File: config.mk
export PLATFORM = sky130hd
export DESIGN_NAME = sprite_rom_arbiter
export DESIGN_NICKNAME = d
export VERILOG_FILES = /design/src/rtl/sprite_rom_arbiter.sv
export SDC_FILE = /design/constraint.sdc
export NUM_CORES = 1
export LEC_CHECK = 0
export ABC_CLOCK_PERIOD_IN_PS = 4620
export BUFFER_PORTS_ARGS = -buffer_cell sky130_fd_sc_hd__buf_2
export CAP_MARGIN = 0
export CORE_MARGIN = 8
export CORE_UTILIZATION = 35
export CTS_BUF_LIST = sky130_fd_sc_hd__clkbuf_8
export CTS_CLUSTER_SIZE = 14
export DETAILED_ROUTE_END_ITERATION = 10
export GPL_ROUTABILITY_DRIVEN = 0
export HOLD_SLACK_MARGIN = 0.05
export PLACE_DENSITY = 0.65
export RECOVER_POWER = 50
export SLEW_MARGIN = 20
export SYNTH_ARGS = -nofsm -noshare
export SYNTH_HDL_FRONTEND = slang
export SYNTH_SLANG_ARGS = --single-unit
File: constraint.sdc
create_clock -name pixel_clk_in -period 4.62 [get_ports pixel_clk_in]
set_clock_uncertainty 0.1 [all_clocks]
set_input_delay 1.386 -clock pixel_clk_in [delete_from_list [all_inputs] [get_ports pixel_clk_in]]
set_output_delay 1.386 -clock pixel_clk_in [all_outputs]
set_load 0.02 [all_outputs]
File: src/rtl/sprite_rom_arbiter.sv
`default_nettype none
// +----------------------------------------------------------------------------+
// | sprite_rom_arbiter: round-robin sharing of one fixed-latency image ROM     |
// | among NUM_REQ pixel fetchers, responses tagged with requester id. Rev 1.0  |
// +----------------------------------------------------------------------------+
module sprite_rom_arbiter #(
  parameter int NUM_REQ     = 4,
  parameter int ADDR_W      = 16,
  parameter int DATA_W      = 8,
  parameter int ROM_LATENCY = 2
) (
  input  logic                       pixel_clk_in,
  input  logic                       rst_n_in,
  input  logic [NUM_REQ-1:0]         req_valid_in,
  input  logic [NUM_REQ*ADDR_W-1:0]  req_addr_in,
  output logic [NUM_REQ-1:0]         req_ready_out,
  output logic [ADDR_W-1:0]          rom_addr_out,
  output logic                       rom_en_out,
  input  logic [DATA_W-1:0]          rom_data_in,
  output logic                       rsp_valid_out,
  output logic [$clog2(NUM_REQ)-1:0] rsp_id_out,
  output logic [DATA_W-1:0]          rsp_data_out
);

  localparam int ID_W = $clog2(NUM_REQ);

  logic [ID_W-1:0]   r_ptr;
  logic              r_rom_en;
  logic [ADDR_W-1:0] r_rom_addr;
  logic [ID_W-1:0]   r_issue_id;
  logic [ROM_LATENCY-1:0] r_pipe_vld;
  logic [ID_W-1:0]   r_pipe_id [ROM_LATENCY];
  logic              r_rsp_valid;
  logic [ID_W-1:0]   r_rsp_id;
  logic [DATA_W-1:0] r_rsp_data;

  logic              w_found;
  logic [ID_W-1:0]   w_winner;
  logic [ADDR_W-1:0] w_addr [NUM_REQ];

  // Modulo-NUM_REQ add without '%', valid for non-power-of-2 requester counts.
  function automatic logic [ID_W-1:0] rr_index(input logic [ID_W-1:0] base, input int offset);
    int sum;
    sum = int'(base) + offset;
    if (sum >= NUM_REQ) sum = sum - NUM_REQ;
    return ID_W'(sum);
  endfunction

  for (genvar i = 0; i < NUM_REQ; i++) begin : g_addr
    assign w_addr[i] = req_addr_in[i*ADDR_W +: ADDR_W];
  end

  always_comb begin
    w_found  = 1'b0;
    w_winner = '0;
    for (int k = 0; k < NUM_REQ; k++) begin
      if (!w_found && req_valid_in[rr_index(r_ptr, k)]) begin
        w_found  = 1'b1;
        w_winner = rr_index(r_ptr, k);
      end
    end
  end

  always_comb begin
    req_ready_out = '0;
    if (w_found) req_ready_out[w_winner] = 1'b1;
  end

  always_ff @(posedge pixel_clk_in or negedge rst_n_in) begin
    if (!rst_n_in) begin
      r_ptr       <= '0;
      r_rom_en    <= 1'b0;
      r_rom_addr  <= '0;
      r_issue_id  <= '0;
      r_pipe_vld  <= '0;
      for (int i = 0; i < ROM_LATENCY; i++) r_pipe_id[i] <= '0;
      r_rsp_valid <= 1'b0;
      r_rsp_id    <= '0;
      r_rsp_data  <= '0;
    end else begin
      r_rom_en <= w_found;
      if (w_found) begin
        r_ptr      <= rr_index(w_winner, 1);
        r_rom_addr <= w_addr[w_winner];
        r_issue_id <= w_winner;
      end
      // Stage 0 follows the registered issue; the last stage lines up with rom_data_in.
      r_pipe_vld[0] <= r_rom_en;
      r_pipe_id[0]  <= r_issue_id;
      for (int i = 1; i < ROM_LATENCY; i++) begin
        r_pipe_vld[i] <= r_pipe_vld[i-1];
        r_pipe_id[i]  <= r_pipe_id[i-1];
      end
      r_rsp_valid <= r_pipe_vld[ROM_LATENCY-1];
      if (r_pipe_vld[ROM_LATENCY-1]) begin
        r_rsp_id   <= r_pipe_id[ROM_LATENCY-1];
        r_rsp_data <= rom_data_in;
      end
    end
  end

  assign rom_en_out    = r_rom_en;
  assign rom_addr_out  = r_rom_addr;
  assign rsp_valid_out = r_rsp_valid;
  assign rsp_id_out    = r_rsp_id;
  assign rsp_data_out  = r_rsp_data;

endmodule
`default_nettype wire

==> results of run 1 <==
## cells in the final DEF (no fill, tap or decap), drive strengths merged
cell,count
buf,112
dfrtp,38
a211oi,32
nor2,21
nand2,18
mux2i,16
nor3,16
mux2,10
clkbuf,7
o21ai,5
inv,4
a21oi,4
a21o,3
and2,2
clkinvlp,2
nand2b,2
nand3,2
or4,1
nand3b,1
nor2b,1
a22oi,1
and3,1
o22ai,1
o31ai,1
bufinv,1
## logic make-up (layout without fill, tap and decap cells)
logic type,Yosys count,count (layout),synth area share (%)
and+or+nand+nor,65,65,15.4
DFF,38,38,46.7
muxes,26,26,13.4
AOI/OAI and AO/OA,47,47,19.5
buffers and inverters,17,126,5.04
## layer usage
metal  wire [um]  global-route usage, %  up-vias
li1            -                      -      920
met2        2820                   23.1       80
met3         604                   6.36        2
met4          19                   2.82        0
met1        2730                   16.9      854
met5           0                      0        -
## state kept, by name (all words and copies together), names as in the netlist
signal,cells
r_issue_id,2
r_pipe_id,4
r_pipe_vld,2
r_ptr,2
rom_addr_out,16
rom_en_out,1
rsp_data_out,8
rsp_id_out,2
rsp_valid_out,1
## report_power, final
part | switching (mW) | total (mW) | leakage, nW | internal, mW
registers | 0.0701 | 0.513 | 0.429 | 0.443
clock network | 0.126 | 0.287 | 0.0504 | 0.161
logic | 0.413 | 0.682 | 0.855 | 0.269
total | 0.609 | 1.48 | 1.34 | 0.873
## layout make-up
class / instances / area (um2) / area share, %
multi-input cells: 138 / 988 / 36.1
flip-flops and latches: 38 / 951 / 34.7
clock inverters: 3 / 45.0 / 1.64
repair buffers: 114 / 581 / 21.2
well taps: 72 / 90.1 / 3.29
clock buffers: 5 / 68.8 / 2.51
inverters: 4 / 15.0 / 0.548
## worst max-delay path, stage by stage
cell      delay (ps)
clkbuf_1         230
nor2b_1          210
nor2_1            90
o22ai_2          210
buf_4            220
nor2_1            50
buf_2            150
## path summary, 6_finish.rpt
path | startpoint | endpoint | slack (ps) | cells after the start
max in group asynchronous | rst_n_in | rom_addr_out[5]$_DFFE_PN0P_ | 1670 | 1
max | req_valid_in[0] | req_ready_out[3] | 570 | 7
min | r_pipe_id[3]$_DFF_PN0_ | r_pipe_id[1]$_DFF_PN0_ | 250 | 0
max reg2reg | r_ptr[1]$_DFFE_PN0P_ | rom_addr_out[5]$_DFFE_PN0P_ | 2440 | 6
min in group asynchronous | rst_n_in | r_pipe_id[0]$_DFF_PN0_ | 1590 | 1
min reg2reg | r_pipe_id[3]$_DFF_PN0_ | r_pipe_id[1]$_DFF_PN0_ | 250 | 0
==> impl_metrics.yaml, run 1 <==
synthesis:
  syn_area_um2: 2040
  yosys.area.top_type: "dfrtp_1"
  yosysWarnings: 0
  syn_avg_cell_area_um2: 10.5
  synth_top_area_share_pct: 46.7
  synth_cell_types: 30
  synth.most_common_cell: "dfrtp_1"
  ys_async_sr_fraction_pct: 100
  synth_edf_count: 0
  synth_seq_cells: 38
  seq_area_frac_synth_pct: 46.7
  synthTopCellsByArea: "dfrtp_1, mux2i_1, a211oi_1, a211oi_2, mux2_2"
  yosys-top-cells-count: "dfrtp_1, a211oi_1, nor2_1"
  synthCells: 193
  synth_ff_type: "dfrtp_1"
  synth_fp_nets: 271
final_layout:
  fillers: 545
  drive_above_1_share_pct: 49.0
  n_antenna_cell: 0
  area_growth_pct: 34.5
  nets: 379
  fin_util_pct: 49.1
  fin_area_um2: 2740
  final_cells: 374
die:
  die_area_um2: 8510
  die_x_um: 92.3
  core_region_area_um2: 5570
  fp.dieH_um: 92.3
  start_util_pct: 36.5
  io-pin-count: 110
  row_count: 27
grt:
  grt-ovfl-total: 0
  antenna_found_initial: 0
  grt_pass1_wl_um: 9850
  grt_pass1_vias: 2001
  grt_max_degree: 39
  grt_usage_pct: 14.2
sta:
  fin_setup_tns_ps: 0
  setup_violations: 0
  max_freq_ghz: 0.247
  finalCriticalPeriod_ps: 4050
  max_slew_margin_pct: -37.3
  period_share_pct: 87.7
  hold_violations: 0
  finalHoldWorstSlack_ps: 254
  timing.final.ws_setup_ps: 567
  slew_violations: 39
  rsz0062_at_grt: "false"
  worstMarginPinSlew_ps: 2060
cts:
  cts_resized: 0
  post-cts-setup-buffer-count: 0
  cts-root-buf: "clkbuf_8"
  cts_buffers: 5
  clk_latency_ps: 290
  tritoncts: "built"
  clk_path_buf_depth: 2
  cts.sinks: 38
  postCtsHoldBufs: 0
  htreeDepth: 2
  clkTransAtPathRegs_ps: 80
critical_path:
  worstSetupEndpointType: "output port"
  start_kind: "primary input"
  cp.required_ps: 3130
  path_class: "in -> out"
  critPathMaxFanout: 11
  worstPathArrival_ps: 2570
status:
  violations: "max-capacitance violations, max-slew violations"
  status: "complete, but fails checks"
power:
  finalPower_mw: 1.48
  peakVddDrop_mv: 0.223
  p_leak_nw: 1.34
  p_per_area_nw_per_um2: 541
routing:
  first_pass_iters: 4
  wirelength_um: 6180
  post_drt_wl_per_cell_um: 16.5
  drtIter0Drc: 75
  detail-route-antenna-nets: 0
  drc: 0
  vias: 1856
  vias_per_cell: 4.96
placement:
  io_buffers: 109
  dp_hpwl_um: 4680
  placed_cell_area_um2: 2630
  place_ws_ps: 658
  dp.cells: 366
min_path:
  worstHoldPathType: "reg -> reg"
flow_run:
  drv_cap: 1
Power figures use the tool's default switching activity.
==> run 2: changes to the inputs <==
--- a/config.mk
+++ b/config.mk
@@ -5,12 +5,13 @@
 export SDC_FILE = /design/constraint.sdc
 export NUM_CORES = 1
 export LEC_CHECK = 0
-export ABC_CLOCK_PERIOD_IN_PS = 4620
+export ABC_CLOCK_PERIOD_IN_PS = 4730
 export BUFFER_PORTS_ARGS = -buffer_cell sky130_fd_sc_hd__buf_2
 export CAP_MARGIN = 0
 export CORE_MARGIN = 8
 export CORE_UTILIZATION = 35
 export CTS_BUF_LIST = sky130_fd_sc_hd__clkbuf_8
+export CTS_CLUSTER_DIAMETER = 200
 export CTS_CLUSTER_SIZE = 14
 export DETAILED_ROUTE_END_ITERATION = 10
 export GPL_ROUTABILITY_DRIVEN = 0
==> constraint.sdc (replaced) <==
create_clock -name pixel_clk_in -period 4.73 [get_ports pixel_clk_in]
set_clock_uncertainty 0.1 [all_clocks]
set_input_delay 1.419 -clock pixel_clk_in [delete_from_list [all_inputs] [get_ports pixel_clk_in]]
set_output_delay 1.419 -clock pixel_clk_in [all_outputs]
set_load 0.02 [all_outputs]
==> run 2 against run 1 <==
Compared with the run above:
- core utilization increased by 0.43 points
- register-to-register slack improved by 140 ps
- total power increased by 1.0%
- the run still ends with max-capacitance violations, max-slew violations left
- die area unchanged
- count of clock-buffer cells in the layout unchanged
- worst hold slack got worse by 3.9 ps
- critical path depth decreased by 2
- combinational power decreased by 3%
- highest routed layer unchanged
- largest power group unchanged
- sequential power decreased by 2%
==> impl_metrics.yaml, run 2 (same netlist as run 1, synthesis figures left out) <==
sta:
  slew_violations: 39
  fin_setup_tns_ps: 0
  finalCriticalPeriod_ps: 4160
  rsz0062_at_grt: "false"
  worstMarginPinSlew_ps: 2090
  setup_violations: 0
  max_freq_ghz: 0.241
  max_slew_margin_pct: -39.3
  timing.final.ws_setup_ps: 572
  period_share_pct: 87.9
  hold_violations: 0
routing:
  drc: 0
  drtIter0Drc: 95
  wirelength_um: 6240
  first_pass_iters: 4
  vias_per_cell: 4.99
  vias: 1868
  detail-route-antenna-nets: 0
  post_drt_wl_per_cell_um: 16.7
critical_path:
  worstSetupEndpointType: "output port"
  critPathMaxFanout: 20
  start_kind: "primary input"
  worstPathArrival_ps: 2640
  path_class: "in -> out"
  cp.required_ps: 3210
grt:
  grt_pass1_wl_um: 10400
  grt_usage_pct: 15.0
  grt_pass1_vias: 2080
  antenna_found_initial: 0
  grt_max_degree: 39
  grt-ovfl-total: 0
cts:
  htreeDepth: 2
  clk_latency_ps: 290
  tritoncts: "built"
  clkTransAtPathRegs_ps: 80
  cts-root-buf: "clkbuf_8"
  postCtsHoldBufs: 0
  cts_resized: 0
  cts_buffers: 5
  cts.sinks: 38
  clk_path_buf_depth: 2
  post-cts-setup-buffer-count: 0
placement:
  io_buffers: 109
  dp_hpwl_um: 4600
  place_ws_ps: 574
die:
  fp.dieH_um: 92.3
  io-pin-count: 110
  die_x_um: 92.3
  core_region_area_um2: 5570
  start_util_pct: 36.5
  die_area_um2: 8510
  row_count: 27
power:
  p_leak_nw: 1.35
  p_comb_share_pct: 44.2
  p_clk_share_pct: 22.2
  swShare_pct: 39.4
  internal_power_mw: 0.907
  peakVddDrop_mv: 0.203
  finalPower_mw: 1.50
  switching_power_mw: 0.590
  p_seq_share_pct: 33.5
  p_per_area_nw_per_um2: 542
final_layout:
  fillers: 550
  largest_reg_flops: 16
  area.sequential_um2: 951
  nets: 379
  final_common_cell: "buf_2"
  n_antenna_cell: 0
  area_growth_pct: 35.7
  drive_above_1_share_pct: 49.0
  final_cell_mix: "buf_2, dfrtp_1, nor2_1, a211oi_1, nand2_1"
  multi_input_area_um2: 988
flow_run:
  drv_cap: 1
status:
  violations: "max-capacitance violations, max-slew violations"
  status: "complete, but fails checks"
min_path:
  worstHoldPathType: "reg -> reg"
[run 2: worst paths after layout]
check	cells after the start	from	slack, ps	end
max	5	req_valid_in[3]	570	req_ready_out[0]
min	0	r_pipe_id[2]$_DFF_PN0_	250	r_pipe_id[0]$_DFF_PN0_
max reg2reg	6	r_ptr[1]$_DFFE_PN0P_	2580	rom_addr_out[7]$_DFFE_PN0P_
min reg2reg	0	r_pipe_id[2]$_DFF_PN0_	250	r_pipe_id[0]$_DFF_PN0_
max in group asynchronous	1	rst_n_in	1710	r_ptr[1]$_DFFE_PN0P_
min in group asynchronous	1	rst_n_in	1620	rsp_data_out[0]$_DFFE_PN0P_
[run 2: metal layers]
metal | global-route usage [%] | routed length, um | vias to the layer above
met1 | 18.9 | 2840 | 864
met4 | 2.68 | 32 | 0
li1 | - | - | 916
met3 | 6.11 | 557 | 4
met5 | 0 | 0 | -
met2 | 23.7 | 2810 | 84
[run 2: power by group through the flow]
stage	logic [mW]	registers, mW	clock network (mW)
floorplan	0.382	0.593	0
global placement	0.667	0.505	0
detailed placement	0.675	0.505	0
CTS	0.677	0.500	0.346
global route	0.725	0.515	0.360
finish	0.662	0.502	0.333
[run 2: per-stage QoR]
step	instances	hold WS [ps]	util [%]	instance area, um2
global placement	366	234	47.1	2630
detailed placement	366	236	47.1	2630
CTS	374	256	49.6	2770
floorplan	193	231	-	2040
finish	374	250	49.6	2760
global route	374	260	49.6	2760
[run 2: worst max-delay path: stages]
cell	delay (ps)
clkbuf_1	250
nand3b_2	290
nand3_4	280
and2_1	240
buf_2	150
[run 2: final cells by class]
type / instances / area share [%]
multi-input combinational: 138 / 35.8
clock inverter: 3 / 2.49
inverter: 4 / 0.543
tap: 72 / 3.26
clock buffer: 5 / 2.49
sequential: 38 / 34.4
timing repair buffer: 114 / 21.0
==> run 3: changes to the inputs <==
--- a/config.mk
+++ b/config.mk
@@ -5,7 +5,6 @@
 export SDC_FILE = /design/constraint.sdc
 export NUM_CORES = 1
 export LEC_CHECK = 0
-export ABC_CLOCK_PERIOD_IN_PS = 4730
 export BUFFER_PORTS_ARGS = -buffer_cell sky130_fd_sc_hd__buf_2
 export CAP_MARGIN = 0
 export CORE_MARGIN = 8
==> constraint.sdc (replaced) <==
create_clock -name pixel_clk_in -period 5.3 [get_ports pixel_clk_in]
set_clock_uncertainty 0.1 [all_clocks]
set_input_delay 1.59 -clock pixel_clk_in [delete_from_list [all_inputs] [get_ports pixel_clk_in]]
set_output_delay 1.59 -clock pixel_clk_in [all_outputs]
set_load 0.02 [all_outputs]
==> run 3 against run 2 <==
Compared with the run above:
- the run still ends with max-capacitance violations, max-slew violations left
- core utilization down 0.27 points
- non-clock buffer count down 2
- largest power group unchanged
- die area unchanged
- critical path type unchanged
- critical path depth up 1
- via count up 0.54%
- count of clock-buffer cells in the layout unchanged
==> impl_metrics.yaml, run 3 (same netlist as run 1, synthesis figures left out) <==
placement:
  io_buffers: 109
  placed_cell_area_um2: 2610
  dp.cells: 364
  dp_hpwl_um: 4680
final_layout:
  final_cell_mix: "buf_2, dfrtp_1, nor2_1, a211oi_1, nand2_1"
  n_antenna_cell: 0
  final_common_cell: "buf_2"
  final_cells: 372
  drive_above_1_share_pct: 48.7
  nets: 377
  largest_reg_flops: 16
  fin_area_um2: 2750
  fillers: 536
  fin_util_pct: 49.3
  area_growth_pct: 35.0
cts:
  cts_buffers: 5
  postCtsHoldBufs: 0
  clkTransAtPathRegs_ps: 80
  post-cts-setup-buffer-count: 0
  clk_latency_ps: 290
  clk_path_buf_depth: 2
  cts.sinks: 38
  htreeDepth: 2
  cts_resized: 0
  cts-root-buf: "clkbuf_8"
  tritoncts: "built"
critical_path:
  path_class: "in -> out"
  worstSetupEndpointType: "output port"
  max_stage_delay_ps: 550
  crit_chain: "clkbuf_1 -> nor2b_1 -> nor2_1 -> o22ai_2 -> and2_1 -> buf_2"
  critPathMaxFanout: 14
  worstPathArrival_ps: 3060
  cp.required_ps: 3610
  start_kind: "primary input"
  crit_slowest_cell: "o22ai_2"
routing:
  drc: 0
  detail-route-antenna-nets: 0
  first_pass_iters: 4
  post_drt_wl_per_cell_um: 16.6
  vias_per_cell: 5.05
  wirelength_um: 6180
  drtIter0Drc: 57
  vias: 1878
die:
  fp.dieH_um: 92.3
  die_area_um2: 8510
  io-pin-count: 110
  core_region_area_um2: 5570
  row_count: 27
  start_util_pct: 36.5
  die_x_um: 92.3
sta:
  max_freq_ghz: 0.211
  setup_violations: 0
  fin_setup_tns_ps: 0
  period_share_pct: 89.6
  worstMarginPinSlew_ps: 2040
  hold_violations: 0
  rsz0062_at_grt: "false"
  finalHoldWorstSlack_ps: 255
  max_slew_margin_pct: -35.9
  finalCriticalPeriod_ps: 4750
  slew_violations: 39
power:
  p_leak_nw: 1.34
  peakVddDrop_mv: 0.217
  p_per_area_nw_per_um2: 485
status:
  violations: "max-capacitance violations, max-slew violations"
  status: "complete, but fails checks"
grt:
  grt-ovfl-total: 0
  grt_pass1_wl_um: 10100
  grt_pass1_vias: 2000
  grt_usage_pct: 14.5
  grt_max_degree: 39
  antenna_found_initial: 0
min_path:
  worstHoldPathType: "reg -> reg"
flow_run:
  drv_cap: 1
-- run 3: report_power, final --
part	total, mW	internal (mW)	switching, mW
Sequential	0.446	0.386	0.0601
Clock	0.298	0.189	0.110
Combinational	0.588	0.230	0.358
Total	1.33	0.805	0.528
-- run 3: path summary, 6_finish.rpt --
path / start / to / slack (ps) / cells past startpoint
max: req_valid_in[0] / req_ready_out[1] / 550 / 6
min: r_pipe_id[2]$_DFF_PN0_ / r_pipe_id[0]$_DFF_PN0_ / 260 / 0
max reg2reg: r_ptr[1]$_DFFE_PN0P_ / rom_addr_out[6]$_DFFE_PN0P_ / 3010 / 5
min reg2reg: r_pipe_id[2]$_DFF_PN0_ / r_pipe_id[0]$_DFF_PN0_ / 260 / 0
max in group asynchronous: rst_n_in / rom_addr_out[13]$_DFFE_PN0P_ / 2160 / 1
min in group asynchronous: rst_n_in / rsp_data_out[0]$_DFFE_PN0P_ / 1780 / 1
-- run 3: critical path, delay by kind of cell --
family          cells  cell delay, ps
buf+inv             2             380
compound gates      1             550
simple gates        3             530
-- run 3: layout make-up --
type | count | area (um2) | area share, %
sequential | 38 | 951 | 34.6
clock buffer | 5 | 68.8 | 2.50
clock inverter | 3 | 68.8 | 2.50
tap | 72 | 90.1 | 3.28
multi-input combinational | 138 | 988 | 36.0
inverter | 4 | 15.0 | 0.546
timing repair buffer | 112 | 566 | 20.6
-- run 3: stage by stage --
step	power (mW)	setup WS [ps]
6_report	1.33	550
5_1_grt	1.42	339
4_1_cts	1.35	659
3_5_place_dp	1.05	672
3_3_place_gp	1.04	713
2_1_floorplan	0.871	1060
-- run 3: metal layers --
| metal | part of all wire, % | global-route usage [%] | routed length [um] | vias up |
|---|---|---|---|---|
| li1 | - | - | - | 915 |
| met2 | 45 | 22.5 | 2780 | 90 |
| met5 | 0 | 0 | 0 | - |
| met3 | 9.6 | 6.52 | 595 | 7 |
| met1 | 44 | 17.8 | 2730 | 866 |
| met4 | 1.2 | 3.62 | 76 | 0 |
